--- config.mk ---
export PLATFORM = sky130hd
export DESIGN_NAME = register_file_mp
export DESIGN_NICKNAME = d
export VERILOG_FILES = /design/src/rtl/rf_pkg.sv /design/src/rtl/rf_read_port.sv /design/src/rtl/register_file_mp.sv
export SDC_FILE = /design/constraint.sdc
export NUM_CORES = 1
export LEC_CHECK = 0
export CAP_MARGIN = 20
export CORE_ASPECT_RATIO = 1.5
export CORE_MARGIN = 5
export CORE_UTILIZATION = 50
export DETAILED_ROUTE_END_ITERATION = 12
export PLACE_DENSITY = 0.77
export SYNTH_ARGS = -nofsm -noshare
export SYNTH_HDL_FRONTEND = slang
export SYNTH_SLANG_ARGS = --single-unit
--- constraint.sdc ---
create_clock -name clk -period 3.2 [get_ports clk]
set_clock_uncertainty 0.2 [all_clocks]
set_input_delay 0.64 -clock clk [delete_from_list [all_inputs] [get_ports clk]]
set_output_delay 0.64 -clock clk [all_outputs]
set_load 0.02 [all_outputs]
--- src/rtl/rf_pkg.sv ---
// Shared types and helpers for the multi-port register file.
package rf_pkg;

    typedef enum logic {RF_CLEAR, RF_RUN} rf_state_t;

    function automatic int rf_depth(input int addr_width);
        return 1 << addr_width;
    endfunction

endpackage

--- src/rtl/rf_read_port.sv ---
// One registered read port: zero-register / bypass / array mux, hold on disable,
// and forced-zero output while the clear engine runs.
module rf_read_port
    import rf_pkg::*;
#(
    parameter int BUS_WIDTH  = 8,
    parameter int ADDR_WIDTH = 3,
    parameter int ZERO_REG   = 1,
    parameter int BYPASS     = 1
) (
    input  logic                  clk,
    input  logic                  rst,
    input  logic                  clearing,
    input  logic                  en,
    input  logic [ADDR_WIDTH-1:0] addr,
    input  logic                  wr_fire,
    input  logic [ADDR_WIDTH-1:0] wr_addr,
    input  logic [BUS_WIDTH-1:0]  wr_data,
    input  logic [BUS_WIDTH-1:0]  arr_data,
    output logic [BUS_WIDTH-1:0]  rd_data
);

    logic [BUS_WIDTH-1:0] mux_data;

    // wr_fire already excludes zero-register writes, so (a) can never be overridden by (b).
    always_comb begin
        mux_data = arr_data;
        if ((ZERO_REG != 0) && (addr == '0)) begin
            mux_data = '0;
        end else if ((BYPASS != 0) && wr_fire && (wr_addr == addr)) begin
            mux_data = wr_data;
        end
    end

    always_ff @(posedge clk) begin
        if (rst) begin
            rd_data <= '0;
        end else if (clearing) begin
            rd_data <= '0;
        end else if (en) begin
            rd_data <= mux_data;
        end
    end

endmodule

--- src/rtl/register_file_mp.sv ---
// Register file with one write port, NUM_RD registered read ports and a
// sequential clear engine that zeroes the array after reset or on request.
module register_file_mp
    import rf_pkg::*;
#(
    parameter int BUS_WIDTH  = 8,
    parameter int ADDR_WIDTH = 3,
    parameter int NUM_RD     = 2,
    parameter int ZERO_REG   = 1,
    parameter int BYPASS     = 1
) (
    input  logic                         clk,
    input  logic                         rst,
    input  logic                         clr,
    output logic                         busy,
    input  logic                         we,
    input  logic [ADDR_WIDTH-1:0]        wr_addr,
    input  logic [BUS_WIDTH-1:0]         wr_data,
    input  logic [NUM_RD-1:0]            rd_en,
    input  logic [NUM_RD*ADDR_WIDTH-1:0] rd_addr,
    output logic [NUM_RD*BUS_WIDTH-1:0]  rd_data
);

    localparam int N = rf_depth(ADDR_WIDTH);
    localparam logic [ADDR_WIDTH-1:0] LAST_PTR = ADDR_WIDTH'(N - 1);

    rf_state_t             state_q, state_d;
    logic [ADDR_WIDTH-1:0] clr_ptr_q, clr_ptr_d;
    logic [BUS_WIDTH-1:0]  gpr [N];
    logic                  wr_zero;
    logic                  wr_fire;
    logic                  clearing;

    always_ff @(posedge clk) begin
        if (rst) begin
            state_q   <= RF_CLEAR;
            clr_ptr_q <= '0;
        end else begin
            state_q   <= state_d;
            clr_ptr_q <= clr_ptr_d;
        end
    end

    // clr from either state restarts a full sweep from entry 0.
    always_comb begin
        state_d   = state_q;
        clr_ptr_d = clr_ptr_q;
        if (clr) begin
            state_d   = RF_CLEAR;
            clr_ptr_d = '0;
        end else begin
            case (state_q)
                RF_CLEAR: begin
                    if (clr_ptr_q == LAST_PTR) begin
                        state_d   = RF_RUN;
                        clr_ptr_d = '0;
                    end else begin
                        clr_ptr_d = clr_ptr_q + ADDR_WIDTH'(1);
                    end
                end
                RF_RUN: begin
                    state_d = RF_RUN;
                end
                default: begin
                    state_d   = RF_CLEAR;
                    clr_ptr_d = '0;
                end
            endcase
        end
    end

    assign clearing = (state_q == RF_CLEAR);
    assign busy     = clearing;
    assign wr_zero  = (ZERO_REG != 0) && (wr_addr == '0);
    assign wr_fire  = (state_q == RF_RUN) && we && !clr && !wr_zero;

    always_ff @(posedge clk) begin
        if (!rst) begin
            if (clearing) begin
                gpr[clr_ptr_q] <= '0;
            end else if (wr_fire) begin
                gpr[wr_addr] <= wr_data;
            end
        end
    end

    for (genvar i = 0; i < NUM_RD; i++) begin : g_rd
        logic [ADDR_WIDTH-1:0] port_addr;
        assign port_addr = rd_addr[i*ADDR_WIDTH +: ADDR_WIDTH];

        rf_read_port #(
            .BUS_WIDTH (BUS_WIDTH),
            .ADDR_WIDTH(ADDR_WIDTH),
            .ZERO_REG  (ZERO_REG),
            .BYPASS    (BYPASS)
        ) u_port (
            .clk     (clk),
            .rst     (rst),
            .clearing(clearing),
            .en      (rd_en[i]),
            .addr    (port_addr),
            .wr_fire (wr_fire),
            .wr_addr (wr_addr),
            .wr_data (wr_data),
            .arr_data(gpr[port_addr]),
            .rd_data (rd_data[i*BUS_WIDTH +: BUS_WIDTH])
        );
    end

endmodule

**Yosys cells after proc, flatten, opt, wreduce, memory -nomap -nowiden**

Memories as Yosys holds them, arrays and structs flattened.
Cells that the tools add are included.
W data, S select, Z words.

- Flip-flop bits (word level): 20
- Bits in writable memories: 64
- Input port bits: 23
- Output and inout bits: 17
- Word-level logic and storage cells: 40
- Memories: 1

Memory list:

| name | words | bits a word | rd ports | clocked after memory_dff | write ports | RTL line | source |
|---|---|---|---|---|---|---|---|
| gpr | 8 | 8 | 2 | 0 | 1 | register_file_mp.sv:29 | `logic [BUS_WIDTH-1:0] gpr [N];` |

- $add $sub $neg: 1
- Equality and inequality tests: 3
- Muxes and demuxes: 17
- Bitwise operators: 1
- Reduce and logical (&&, ||, !) cells: 13

Operator list:

| cell | count |
|---|---|
| $mux W8 | 5 |
| $logic_not A3 Y1 | 3 |
| $mux W1 | 9 |
| $reduce_or A8 Y1 | 1 |
| $eq A3 B3 Y1 | 2 |
| $mux W3 | 2 |
| $logic_and A1 B1 Y1 | 5 |
| $reduce_or A2 Y1 | 2 |
| $add A3 B1 Y3 const B | 1 |
| $eq A3 B3 Y1 const B | 1 |
| $logic_not A1 Y1 | 2 |
| $pmux W1 S2 | 1 |
| $not A1 Y1 | 1 |

**Depth between registers and ports, before layout**

- Depth after elaboration: 9
- Gate-level depth with buffers: 6
- Depth with buffers taken out: 5

**Hierarchy**

Synthesis repeated with hierarchy kept, for this count alone.

- Cell total of the unflattened synthesis: 256
- Area, all modules: 4185.3 um^2

Modules (own cells, without submodules):

| module | instances | cells each | area an instance (um^2) | sequential area each (um^2) |
|---|---|---|---|---|
| register_file_mp | 1 | 178 | 3434.5 | 2001.9 |
| rf_read_port | 2 | 39 | 375.4 | 160.2 |

**Worst setup path before layout**

No wires, ideal clock.

- Kind: input -> register
- Start: input port clr
- End: memory gpr[2][0], enable pin
- Setup time: 0.370 ns
- Arrival: 1.966 ns
- Data required time: 2.630 ns
- Slack: 0.663 ns
- Stages: 5
- Buffers on the path: 2
- Cell sequence: clkbuf_1 -> nor4_2 -> buf_2 -> mux2i_1 -> nor2_1

- Cells in the longest elaborated chain, start to end: 9
- Elaborated cells on any way between the ends: 10
- Those cells by class: 6 x mux; 4 x reduce/logical

RTL lines:

| what | RTL line | source |
|---|---|---|
| start: declaration | register_file_mp.sv:14 | `input logic clr,` |
| $logic_not A1 Y1 (*) | register_file_mp.sv:75 | `assign wr_fire = (state_q == RF_RUN) && we && !clr && !wr_zero;` |
| $logic_and A1 B1 Y1 (*) (2 in series) | register_file_mp.sv:75 |  |
| $mux W1 (*) | register_file_mp.sv:81 | `end else if (wr_fire) begin` |
| $mux W1 (*) | register_file_mp.sv:79 | `if (clearing) begin` |
| $mux W1 (*) | register_file_mp.sv:78 | `if (!rst) begin` |
| $mux W1 (not written as such) (*) | register_file_mp.sv:82 | `gpr[wr_addr] <= wr_data;` |
| $reduce_or A8 Y1 (no line) | -- |  |
| $mux W3 (no line) / $mux W1 (equally long branches) | -- |  |
| end: declaration | register_file_mp.sv:29 |  |

Mark *: on every way between the ends. The rest lies on a longest branch, timed or not.

**Worst setup path in the final report**

- Start: input port wr_addr[2]
- End: memory gpr[1][3], enable pin

- Cells in the longest elaborated chain, start to end: 9
- Elaborated cells on any way between the ends: 10
- Those cells by class: 6 x mux; 4 x reduce/logical

RTL lines:

| what | RTL line | source |
|---|---|---|
| start: declaration | register_file_mp.sv:17 | `input logic [ADDR_WIDTH-1:0] wr_addr,` |
| $logic_not A3 Y1 | register_file_mp.sv:74 | `assign wr_zero = (ZERO_REG != 0) && (wr_addr == '0);` |
| $logic_not A1 Y1 | register_file_mp.sv:75 |  |
| $logic_and A1 B1 Y1 | register_file_mp.sv:75 |  |
| $mux W1 | register_file_mp.sv:81 |  |
| $mux W1 | register_file_mp.sv:79 |  |
| $mux W1 | register_file_mp.sv:78 |  |
| $mux W1 (not written as such) | register_file_mp.sv:82 |  |
| $reduce_or A8 Y1 (no line) | -- |  |
| $mux W3 (no line) / $mux W1 (equally long branches) | -- |  |

Several ways; a longest one is shown, not always the timed one.

==> impl_metrics.json <==
{
  "port_buffers": 39,
  "cts.htree.levels": 3,
  "gp_congestion": 0.805,
  "cp-start-kind": "input pin",
  "grt_setup_unrepaired": "false",
  "slew-limit-headroom": 0.411,
  "critical_path_data_arrival_time_ns": 2.44,
  "synth.distinct_cells": 31,
  "final_layout_size_suffix_gt1_frac": 0.197,
  "end_kind": "flop",
  "p_leak_nw": 1.60,
  "clock_insertion_delay_worst_skew_ns": 0.34,
  "dpl-instance-area_um2": 4750,
  "period_needed_ns": 2.68,
  "synth_top_family_by_area": "multiplexers",
  "clock_share_of_power": 0.425,
  "synth.yosys.seq_area_share": 0.550,
  "postRouteWirelength_mm": 8.85,
  "yosys-mux-area-fraction": 0.235,
  "final_cell_mix": "edfxtp_1 (64), clkdlybuf4s50_1 (39), mux2i_1 (22)",
  "synth_fa_ha_area_frac": 0.00593,
  "worst-endpoint-required_ns": 2.96,
  "numCtsBuffers": 9,
  "die-height_um": 123,
  "drt-wirelength-per-cell_um": 21.5,
  "number_of_drc_markers_after_the_initial_detailed_route_iteration": 155,
  "cts-root-to-sink-buffers": 2,
  "asyncSetResetFlopFracSynth": 0,
  "drt_drc_violations_left": 0,
  "layoutNonFillerInstCount": 411,
  "drt-vias-per-instance": 6.05,
  "ant_nets": 0,
  "yosys.area_share.simple": 0.0759,
  "postSynthNetCount": 273,
  "max_cap_violations": 0,
  "stage_delay_of_the_slowest_cell_on_the_critical_path_ns": 0.68,
  "setup_viol_count_final": 0,
  "rows": 41,
  "slew_violations": 0,
  "layout.filler_cells": 621,
  "initial_core_utilization": 0.508,
  "ys_dominant_reg_cell": "edfxtp_1",
  "floorplan_die_width_um": 85.0,
  "globalRoute.totalOverflow": 0,
  "io_pins": 40,
  "synth_warnings": 0,
  "crit_slowest_cell": "nor2_1",
  "irDropWorstVdd_uv": 316,
  "cts_tree": "done",
  "wire_length_of_the_first_global_routing_pass_mm": 13.8,
  "crit_chain": "clkdlybuf4s50_1 > nor3_2 > nor4_2 > buf_4 > mux2i_1 > nor2_1",
  "cts-hold-fix-buffers": 0,
  "finalPower_mw": 2.36,
  "cellPowerDensity_nw_per_um2": 467,
  "final_common_cell": "edfxtp_1",
  "post-route-period-util": 0.839,
  "grt_pass1_vias": 2559,
  "dr.pass1.iters": 4,
  "syn_to_final_growth_pct": 19.4,
  "timing.setup.tns_ns": 0,
  "vias": 2488,
  "antennaDiodeCount": 0,
  "synth.cell_area_um2": 4220,
  "layout.nets": 324,
  "post_layout_util": 0.607,
  "outcome": "complete, no violations",
  "core_area_um2": 8310,
  "cts.root.buffer_cell": "clkbuf_16",
  "fp.dieArea_um2": 10400,
  "hold_class": "flop to flop",
  "synth.avg_cell_area_um2": 17.0,
  "place_inst": 395,
  "grtUsageTotal": 0.181,
  "fmaxAchievable_ghz": 0.373,
  "power.switching_mw": 0.490,
  "clock-sinks": 84,
  "synth_compound_area_frac": 0.0836,
  "critical_path_peak_fanout": 8,
  "synth_cells": 248,
  "critPathKind": "input pin to flop",
  "finish.instance_area_um2": 5040,
  "hold-worst-slack_ns": 0.285,
  "postSynthRegisterBits": 84,
  "grt_max_degree": 19,
  "post_cts.repair.setup_buffers": 0,
  "fraction_of_power_consumed_by_sequential_logic": 0.501,
  "antenna_violations_before_repair": 0,
  "synth-edff-count": 64,
  "max_slew.worst_pin.slew_ns": 0.881,
  "hold_viol_final": 0,
  "combinationalPowerShare": 0.074,
  "detailed_place_hpwl_mm": 6.51,
  "setup_slack_at_placement_ns": 0.144,
  "cellInternalPower_mw": 1.87,
  "final_critical_path_setup_slack_ns": 0.516,
  "synth_xor_xnor_area_share": 0.0124,
  "cts_resized": 0,
  "swShare": 0.208,
  "clkTransAtPathRegs_ns": 0.06
}
[layout make-up]
type,count,area (um^2),area share
inverters,1,3.75,0.000745
clock inverters,4,50.0,0.00993
flip-flops and latches,84,2320,0.461
clock buffers,12,236,0.0469
multi-input cells,146,1740,0.346
well taps,107,134,0.0266
repair buffers,57,551,0.109
[worst paths after layout]
check	to	start	slack [ns]	cells past startpoint
max	gpr[1][3]	wr_addr[2]	0.52	6
min	g_rd[1].u_port.rd_data[4]	g_rd[1].u_port.rd_data[4]	0.29	1
max reg2reg	gpr[1][3]	state_q	0.71	5
min reg2reg	g_rd[1].u_port.rd_data[4]	g_rd[1].u_port.rd_data[4]	0.29	1
[critical path: cells and delay by family]
family        cells  cell delay [ns]
buf+inv           2             0.73
mux               1             0.09
simple gates      3             0.99
[registers in the layout, summed over array words and instances, names as in the netlist]
register and flops:
gpr 64, clr_ptr_q 3, state_q 1, g_rd.u_port.rd_data 16
[kinds of logic (layout without fill, tap and decap cells)]
logic type,after synthesis,after routing
AND/OR/NAND/NOR,47,47
multiplexers,54,54
flip-flops,84,84
buffers and inverters,18,74
adder cells (fa/ha/maj),2,2
AO/OA/AOI/OAI,37,37
XOR/XNOR,6,6
[metal layers]
metal | GRT usage | vias to the layer above | share of wire
met5 | 0 | - | 0
met4 | 0.0960 | 0 | 0.039
met3 | 0.0396 | 28 | 0.044
met2 | 0.322 | 81 | 0.54
met1 | 0.201 | 1239 | 0.37
li1 | - | 1140 | -
[power by group through the flow]
| stage | clock network [mW] | logic (mW) | registers [mW] |
|---|---|---|---|
| global route | 1.07 | 0.184 | 1.18 |
| floorplan | 0 | 0.115 | 1.20 |
| finish | 1.00 | 0.174 | 1.18 |
| detailed placement | 0 | 0.174 | 1.20 |
| CTS | 1.02 | 0.174 | 1.18 |
| global placement | 0 | 0.171 | 1.20 |
[Yosys cell counts (all sizes together), types with 3 or more instances]
library cell,n,area share
buf,15,0.034
mux2i,22,0.052
nor3b,3,0.011
edfxtp,64,0.46
a221o,16,0.038
a211oi,16,0.028
mux4,32,0.18
nor2b,7,0.010
nand2,3,0.0027
and2,8,0.012
nor2,12,0.011
dfxtp,20,0.095
xor2,6,0.012
nor3,9,0.018
Note: power is estimated with default switching activity, not from simulation.
